--- src/rtl/change_dispenser.sv ---
// Soda door and nickel-change dispenser fed by the coin-counting FSM.
// Optional CHANGE_DISP_TALLY_EN adds saturating soda/nickel tally outputs.
module change_dispenser #(
    parameter int CHANGE_W    = 3,
    parameter int VEND_CYCLES = 8,
    parameter int ACK_TIMEOUT = 255
) (
    input  logic                clk_i,
    input  logic                rst_ni,
    input  logic                soda_i,
    input  logic [CHANGE_W-1:0] change_i,
    input  logic                eject_ack_i,
    input  logic                hopper_empty_i,
    input  logic                fault_clr_i,
    output logic                vend_o,
    output logic                eject_o,
    output logic                busy_o,
    output logic [CHANGE_W-1:0] coins_left_o,
    output logic                fault_o,
    output logic                dropped_o
`ifdef CHANGE_DISP_TALLY_EN
    ,
    output logic [15:0]         sodas_o,
    output logic [15:0]         nickels_o
`endif
);

    localparam int VT_W = (VEND_CYCLES > 1) ? $clog2(VEND_CYCLES) : 1;
    localparam int AT_W = (ACK_TIMEOUT > 1) ? $clog2(ACK_TIMEOUT + 1) : 1;

    typedef enum logic [2:0] {
        S_IDLE,
        S_VEND,
        S_EJECT,
        S_GAP,
        S_FAULT
    } state_t;

    state_t              state_reg;
    logic                soda_q;
    logic [CHANGE_W-1:0] cnt_reg;
    logic [VT_W-1:0]     vend_timer_reg;
    logic [AT_W-1:0]     ack_timer_reg;
    logic                soda_evt;

    assign soda_evt     = soda_i & ~soda_q;
    assign coins_left_o = cnt_reg;

    always_ff @(posedge clk_i or negedge rst_ni) begin
        if (!rst_ni) begin
            state_reg      <= S_IDLE;
            soda_q         <= 1'b0;
            cnt_reg        <= '0;
            vend_timer_reg <= '0;
            ack_timer_reg  <= '0;
            vend_o         <= 1'b0;
            eject_o        <= 1'b0;
            busy_o         <= 1'b0;
            fault_o        <= 1'b0;
            dropped_o      <= 1'b0;
        end else begin
            soda_q <= soda_i;
            case (state_reg)
                S_IDLE: begin
                    if (soda_evt) begin
                        state_reg      <= S_VEND;
                        cnt_reg        <= change_i;
                        vend_timer_reg <= VT_W'(VEND_CYCLES - 1);
                        vend_o         <= 1'b1;
                        busy_o         <= 1'b1;
                    end
                end
                S_VEND: begin
                    if (vend_timer_reg == '0) begin
                        vend_o <= 1'b0;
                        if (cnt_reg == '0) begin
                            state_reg <= S_IDLE;
                            busy_o    <= 1'b0;
                        end else begin
                            state_reg     <= S_EJECT;
                            eject_o       <= 1'b1;
                            ack_timer_reg <= '0;
                        end
                    end else begin
                        vend_timer_reg <= vend_timer_reg - VT_W'(1);
                    end
                end
                S_EJECT: begin
                    // ack takes priority over both empty and timeout
                    if (eject_ack_i) begin
                        state_reg <= S_GAP;
                        eject_o   <= 1'b0;
                        if (cnt_reg != '0) cnt_reg <= cnt_reg - CHANGE_W'(1);
                    end else if (hopper_empty_i ||
                                 ack_timer_reg == AT_W'(ACK_TIMEOUT - 1)) begin
                        state_reg <= S_FAULT;
                        eject_o   <= 1'b0;
                        fault_o   <= 1'b1;
                    end else begin
                        ack_timer_reg <= ack_timer_reg + AT_W'(1);
                    end
                end
                S_GAP: begin
                    if (cnt_reg == '0) begin
                        state_reg <= S_IDLE;
                        busy_o    <= 1'b0;
                    end else begin
                        state_reg     <= S_EJECT;
                        eject_o       <= 1'b1;
                        ack_timer_reg <= '0;
                    end
                end
                S_FAULT: begin
                    if (fault_clr_i) begin
                        state_reg <= S_IDLE;
                        cnt_reg   <= '0;
                        fault_o   <= 1'b0;
                        busy_o    <= 1'b0;
                    end
                end
                default: begin
                    state_reg <= S_IDLE;
                    vend_o    <= 1'b0;
                    eject_o   <= 1'b0;
                    busy_o    <= 1'b0;
                    fault_o   <= 1'b0;
                end
            endcase

            // a clear in the same cycle as a busy event wins
            if (fault_clr_i)
                dropped_o <= 1'b0;
            else if (soda_evt && state_reg != S_IDLE)
                dropped_o <= 1'b1;
        end
    end

`ifdef CHANGE_DISP_TALLY_EN
    always_ff @(posedge clk_i or negedge rst_ni) begin
        if (!rst_ni) begin
            sodas_o   <= '0;
            nickels_o <= '0;
        end else begin
            if (state_reg == S_IDLE && soda_evt && sodas_o != 16'hFFFF)
                sodas_o <= sodas_o + 16'd1;
            if (state_reg == S_EJECT && eject_ack_i && nickels_o != 16'hFFFF)
                nickels_o <= nickels_o + 16'd1;
        end
    end
`endif

endmodule

--- config.mk ---
export PLATFORM = sky130hd
export DESIGN_NAME = change_dispenser
export DESIGN_NICKNAME = d
export VERILOG_FILES = /design/src/rtl/change_dispenser.sv
export SDC_FILE = /design/constraint.sdc
export NUM_CORES = 1
export LEC_CHECK = 0
export ABC_AREA = 1
export BUFFER_PORTS_ARGS = -buffer_cell sky130_fd_sc_hd__buf_2
export CORE_MARGIN = 2
export CORE_UTILIZATION = 57
export DETAILED_ROUTE_END_ITERATION = 10
export PLACE_DENSITY = 0.78
export SYNTH_ARGS = -nofsm -noshare
export SYNTH_HDL_FRONTEND = slang
export SYNTH_SLANG_ARGS = --single-unit
--- constraint.sdc ---
create_clock -name clk_i -period 1.6 [get_ports clk_i]
set_input_delay 0.32 -clock clk_i [delete_from_list [all_inputs] [get_ports clk_i]]
set_output_delay 0.32 -clock clk_i [all_outputs]
set_load 0.05 [all_outputs]
# After elaboration in Yosys (flattened, before gate mapping)
# Index checks and enable logic that the tools add are counted.
[totals]
reg_bits = 23
out_inout_bits = 8
[classes]
add_sub_neg = 3
n_eq_ne = 15
muxes = 36
n_bitwise = 6
n_reduce_logical = 22
[ops]
columns = ["operator", "count"]
rows = [
  ["8-bit two-way mux", 4],
  ["3-bit two-way mux", 10],
  ["8-bit one-hot mux with 3 select lines", 1],
  ["2-bit inequality test (second input constant)", 9],
  ["4-bit AND reduction", 4],
  ["3-bit one-hot mux with 5 select lines", 1],
  ["1-bit two-way mux", 13],
  ["3-bit nonzero test", 4],
  ["3-bit logical NOT", 3],
  ["3-bit one-hot mux with 3 select lines", 1],
  ["3-bit AND reduction", 3],
  ["8-bit by 1-bit adder with 8-bit output (second input constant)", 1],
  ["8-bit equality test (second input constant)", 1],
  ["3-bit by 2-bit equality test with 1-bit output (second input constant)", 2],
  ["1-bit one-hot mux with 3 select lines", 2],
  ["3-bit one-hot mux with 2 select lines", 1],
  ["3-bit OR reduction", 2],
  ["3-bit by 1-bit subtractor with 3-bit output (second input constant)", 2],
  ["1-bit inverter", 5],
  ["1-bit one-hot mux with 5 select lines", 1],
  ["5-bit AND reduction", 1],
  ["1-bit one-hot mux with 4 select lines", 1],
  ["2-bit nonzero test", 2],
  ["3-bit by 1-bit equality test with 1-bit output (second input constant)", 1],
  ["7 further kinds", 7],
]

# Depth between registers and ports, before layout
[depth]
ltp_word = 5
ltp_mapped = 11

# Worst setup path after synthesis
# OpenSTA, ideal clock, no wires.
[synth_timing]
path_kind = "register to register"
start = "register cnt_reg[0] (netlist: coins_left_o[0])"
end = "register ack_timer_reg[7]"
setup_ps = 117
arrival_time_ps = 1696
required_time_ps = 1483
path_slack_ps = -213
stages_incl_launch_ff = 12
cell_sequence = "dfrtp_1 inv_1 ha_1 ha_1 inv_1 nand2_1 nand2_1 inv_2 nor2_4 nand2_4 nand2_1 nand2_1"
[synth_via]
elab_chain_cells = 4
[synth_lines]
columns = ["element", "line", "rtl"]
rows = [
  ["start: declaration", "41", "logic [CHANGE_W-1:0] cnt_reg;"],
  ["start signal: assignment", "67", "cnt_reg <= change_i;"],
  ["start signal: assignment", "93", "if (cnt_reg != '0) cnt_reg <= cnt_reg - CHANGE_W'(1);"],
  ["3-bit logical NOT (*)", "76, 104", ""],
  ["8-bit two-way mux (*)", "n/a", ""],
  ["8-bit two-way mux", "n/a", ""],
  ["8-bit one-hot mux with 3 select lines (*)", "n/a", ""],
  ["end signal: assignment", "100", "ack_timer_reg <= ack_timer_reg + AT_W'(1);"],
  ["end: declaration", "43", "logic [AT_W-1:0] ack_timer_reg;"],
]
# Mark *: on every way between the ends. The rest lies on a longest branch, timed or not. The select of a mux whose other input is x is not followed.
# A chain may end at the register's enable or synchronous reset.

# Final worst setup path
[layout_timing]
start = "register cnt_reg[0] (netlist: coins_left_o[0])"
end = "register ack_timer_reg[4]"
# Same word-level chain as after synthesis.

==> results.json <==
{
  "outcome": "complete, no violations",
  "vdd_drop_max_mv": 1.36,
  "first_iter_violations": 41,
  "vias": 1261,
  "period_minus_slack_ns": 1.54,
  "drive_above_1_share_pct": 27.3,
  "htreeDepth": 1,
  "wl_per_cell_um": 12.9,
  "cts_tree": "done",
  "min_path_type": "input pin to register",
  "ff2ff_path_depth": 11,
  "cts.path.max_buffers": 2,
  "grt_pass1_wl_um": 5110,
  "synth_area_per_cell_sq_um": 7.26,
  "antenna_found_initial": 0,
  "nets": 232,
  "synth_top_area_cell": "dfrtp_1",
  "path_cells": "inv_2 -> ha_2 -> ha_4 -> inv_4 -> nand2_2 -> nand2_2 -> inv_2 -> nor2_4 -> nand2_4 -> nand2_1 -> nand2_1",
  "slew_headroom_pct": 64.7,
  "final_cell_mix": "55 x nand2_1, 22 x inv_1, 21 x nand3_1, 21 x dfrtp_1, 16 x buf_2",
  "clkTransAtPathRegs_ns": 0.13,
  "synth_cell_types": 28,
  "finalHoldViolations": 0,
  "hold_path_depth": 1,
  "die_area_sq_mm": 0.00284,
  "skew_ns": 0.00411,
  "max_stage_delay_ns": 0.41,
  "rr_startpoint": "coins_left_o[0]",
  "power_density_mw_per_mm2": 1870,
  "critPathArrivalTime_ns": 1.75,
  "gp_congestion": 0.843,
  "antenna_left": 0,
  "n_antenna_cell": 0,
  "worst_pin_slew_ns": 0.530,
  "dp_hpwl_um": 2350,
  "ys_seq_elements": 23,
  "hold_end": "soda_q",
  "max_freq_ghz": 0.651,
  "synth_area_sq_mm": 0.00139,
  "timing.final.crit_share_pct": 96.0,
  "setup_viol": 0,
  "core_sq_mm": 0.00225,
  "route.detailed.drc": 0,
  "cp_slowest_cell": "dfrtp_2",
  "clock-sinks": 23,
  "critPathKind": "register to register",
  "slew_viol_final": 0,
  "drt_first_pass_iters": 5,
  "critPathRequiredTime_ns": 1.82,
  "power.leakage_nw": 0.874,
  "max-cap-violations": 0,
  "rows": 17,
  "syn_to_final_growth_pct": 19.4,
  "largest_reg_flops": 8,
  "io_pins": 17,
  "grt_max_degree": 24,
  "clock_latency_ns": 0.32,
  "yosysWarnings": 0,
  "path_max_fanout": 8,
  "wl_um": 3140,
  "grt_overflow": 0,
  "cts_made_buffers": 3,
  "synth_top_cell_area_share_pct": 41.5,
  "io_buffers": 16,
  "start_util_pct": 61.5,
  "track_usage_pct": 25.3,
  "seq_area_frac_synth_pct": 41.5,
  "r2r_end": "ack_timer_reg[4]",
  "endpoint_kind": "register",
  "critPathLaunchType": "register",
  "power.total_mw": 3.09,
  "grt_pass1_vias": 1240,
  "dieHeight_um": 53.3,
  "netlist_instances": 191,
  "die_w_um": 53.3,
  "syn_nets": 206,
  "worstHoldStart": "soda_i",
  "clockRootBuffer": "clkbuf_4",
  "r2r_setup_slack_ns": 0.06,
  "utilization_pct": 73.4,
  "synth.area.top_cells": "dfrtp_1 42%, nand2_1 16%, nand3_1 7.6%",
  "viasPerCell": 5.17,
  "final_common_cell": "nand2_1"
}
cells in the mapped netlist (all sizes together):
master   n
inv     28
nor2    23
ha       6
dfrtp   23
nand3   22
o21bai   1
nand3b   1
nor3     1
a21oi    4
a31oi    1
buf      2
or2      1
nor3b    1
nand2   66
o21ai    7
a21boi   1
nand4    1
and2     1
xnor2    1
cells by family after synthesis:
group           synth area share, %
buf+inv                        8.48
compound gates                 5.78
simple gates                   38.2
xor+xnor                      0.632
fa+ha+maj                      5.42
flops                          41.5
critical path, delay by kind of cell (launching register included):
| kind | cells | cell delay [ns] |
|---|---|---|
| DFF | 1 | 0.41 |
| buffers and inverters | 3 | 0.14 |
| adders and majority gates | 2 | 0.37 |
| and+or+nand+nor | 6 | 0.50 |
what timing repair did:
| item | CTS | global route |
|---|---|---|
| buffers inserted | 1 | 1 |
| setup endpoints to repair | 9 | 14 |
| gates resized for setup | 0 | 22 |
| hold buffers | 1 | 0 |
| hold endpoints to repair | 23 | 0 |
| pin swaps | 0 | 8 |
routing by layer:
layer  up-vias  track usage [%]  share of wire (%)
li1        648                -                  -
met1       584             29.1                 45
met2        22             44.2                 51
met3         7             3.95                2.5
met4         0             14.1                2.2
met5         -                0                  0
worst max path at each step:
| stage | start | endpoint | slack, ns | depth (start not counted) |
|---|---|---|---|---|
| 2_1_floorplan | coins_left_o[1] | ack_timer_reg[7] | 0.007 | 11 |
| 3_3_place_gp | vend_timer_reg[1] | ack_timer_reg[5] | 0.06 | 9 |
| 3_5_place_dp | vend_timer_reg[1] | ack_timer_reg[4] | -0.06 | 9 |
| 4_1_cts | coins_left_o[0] | ack_timer_reg[4] | 0.0002 | 11 |
| 5_1_grt | coins_left_o[0] | ack_timer_reg[4] | -0.005 | 11 |
| 6_report | coins_left_o[0] | ack_timer_reg[4] | 0.06 | 11 |
power breakdown:
| group | leakage (nW) | switching [mW] | internal, mW | total [mW] |
|---|---|---|---|---|
| clock | 0.0150 | 0.182 | 0.0978 | 0.279 |
| combinational | 0.568 | 1.25 | 0.667 | 1.92 |
| sequential | 0.290 | 0.134 | 0.761 | 0.895 |
metrics by stage:
stage                     TNS [ns]  hold WS (ns)  area [sq um]  setup WS [ns]  instances
after global routing       -0.0176         0.110          1660       -0.00540        244
after CTS                        0         0.117          1570       0.000208        243
after floorplan                  0        0.0244          1390        0.00668        191
after global placement           0         0.312          1520         0.0552        237
final                            0         0.122          1660         0.0641        244
after detailed placement    -0.285         0.321          1520        -0.0560        237
area by class of cell:
cell class | count | area (sq um)
Tap cell | 28 | 35.0
Timing Repair Buffer | 23 | 143
Multi-Input combinational cell | 138 | 766
Fill cell | 177 | 599
Clock buffer | 4 | 26.3
Inverter | 28 | 108
Sequential cell | 23 | 578
Note: power is estimated with default switching activity, not from simulation.
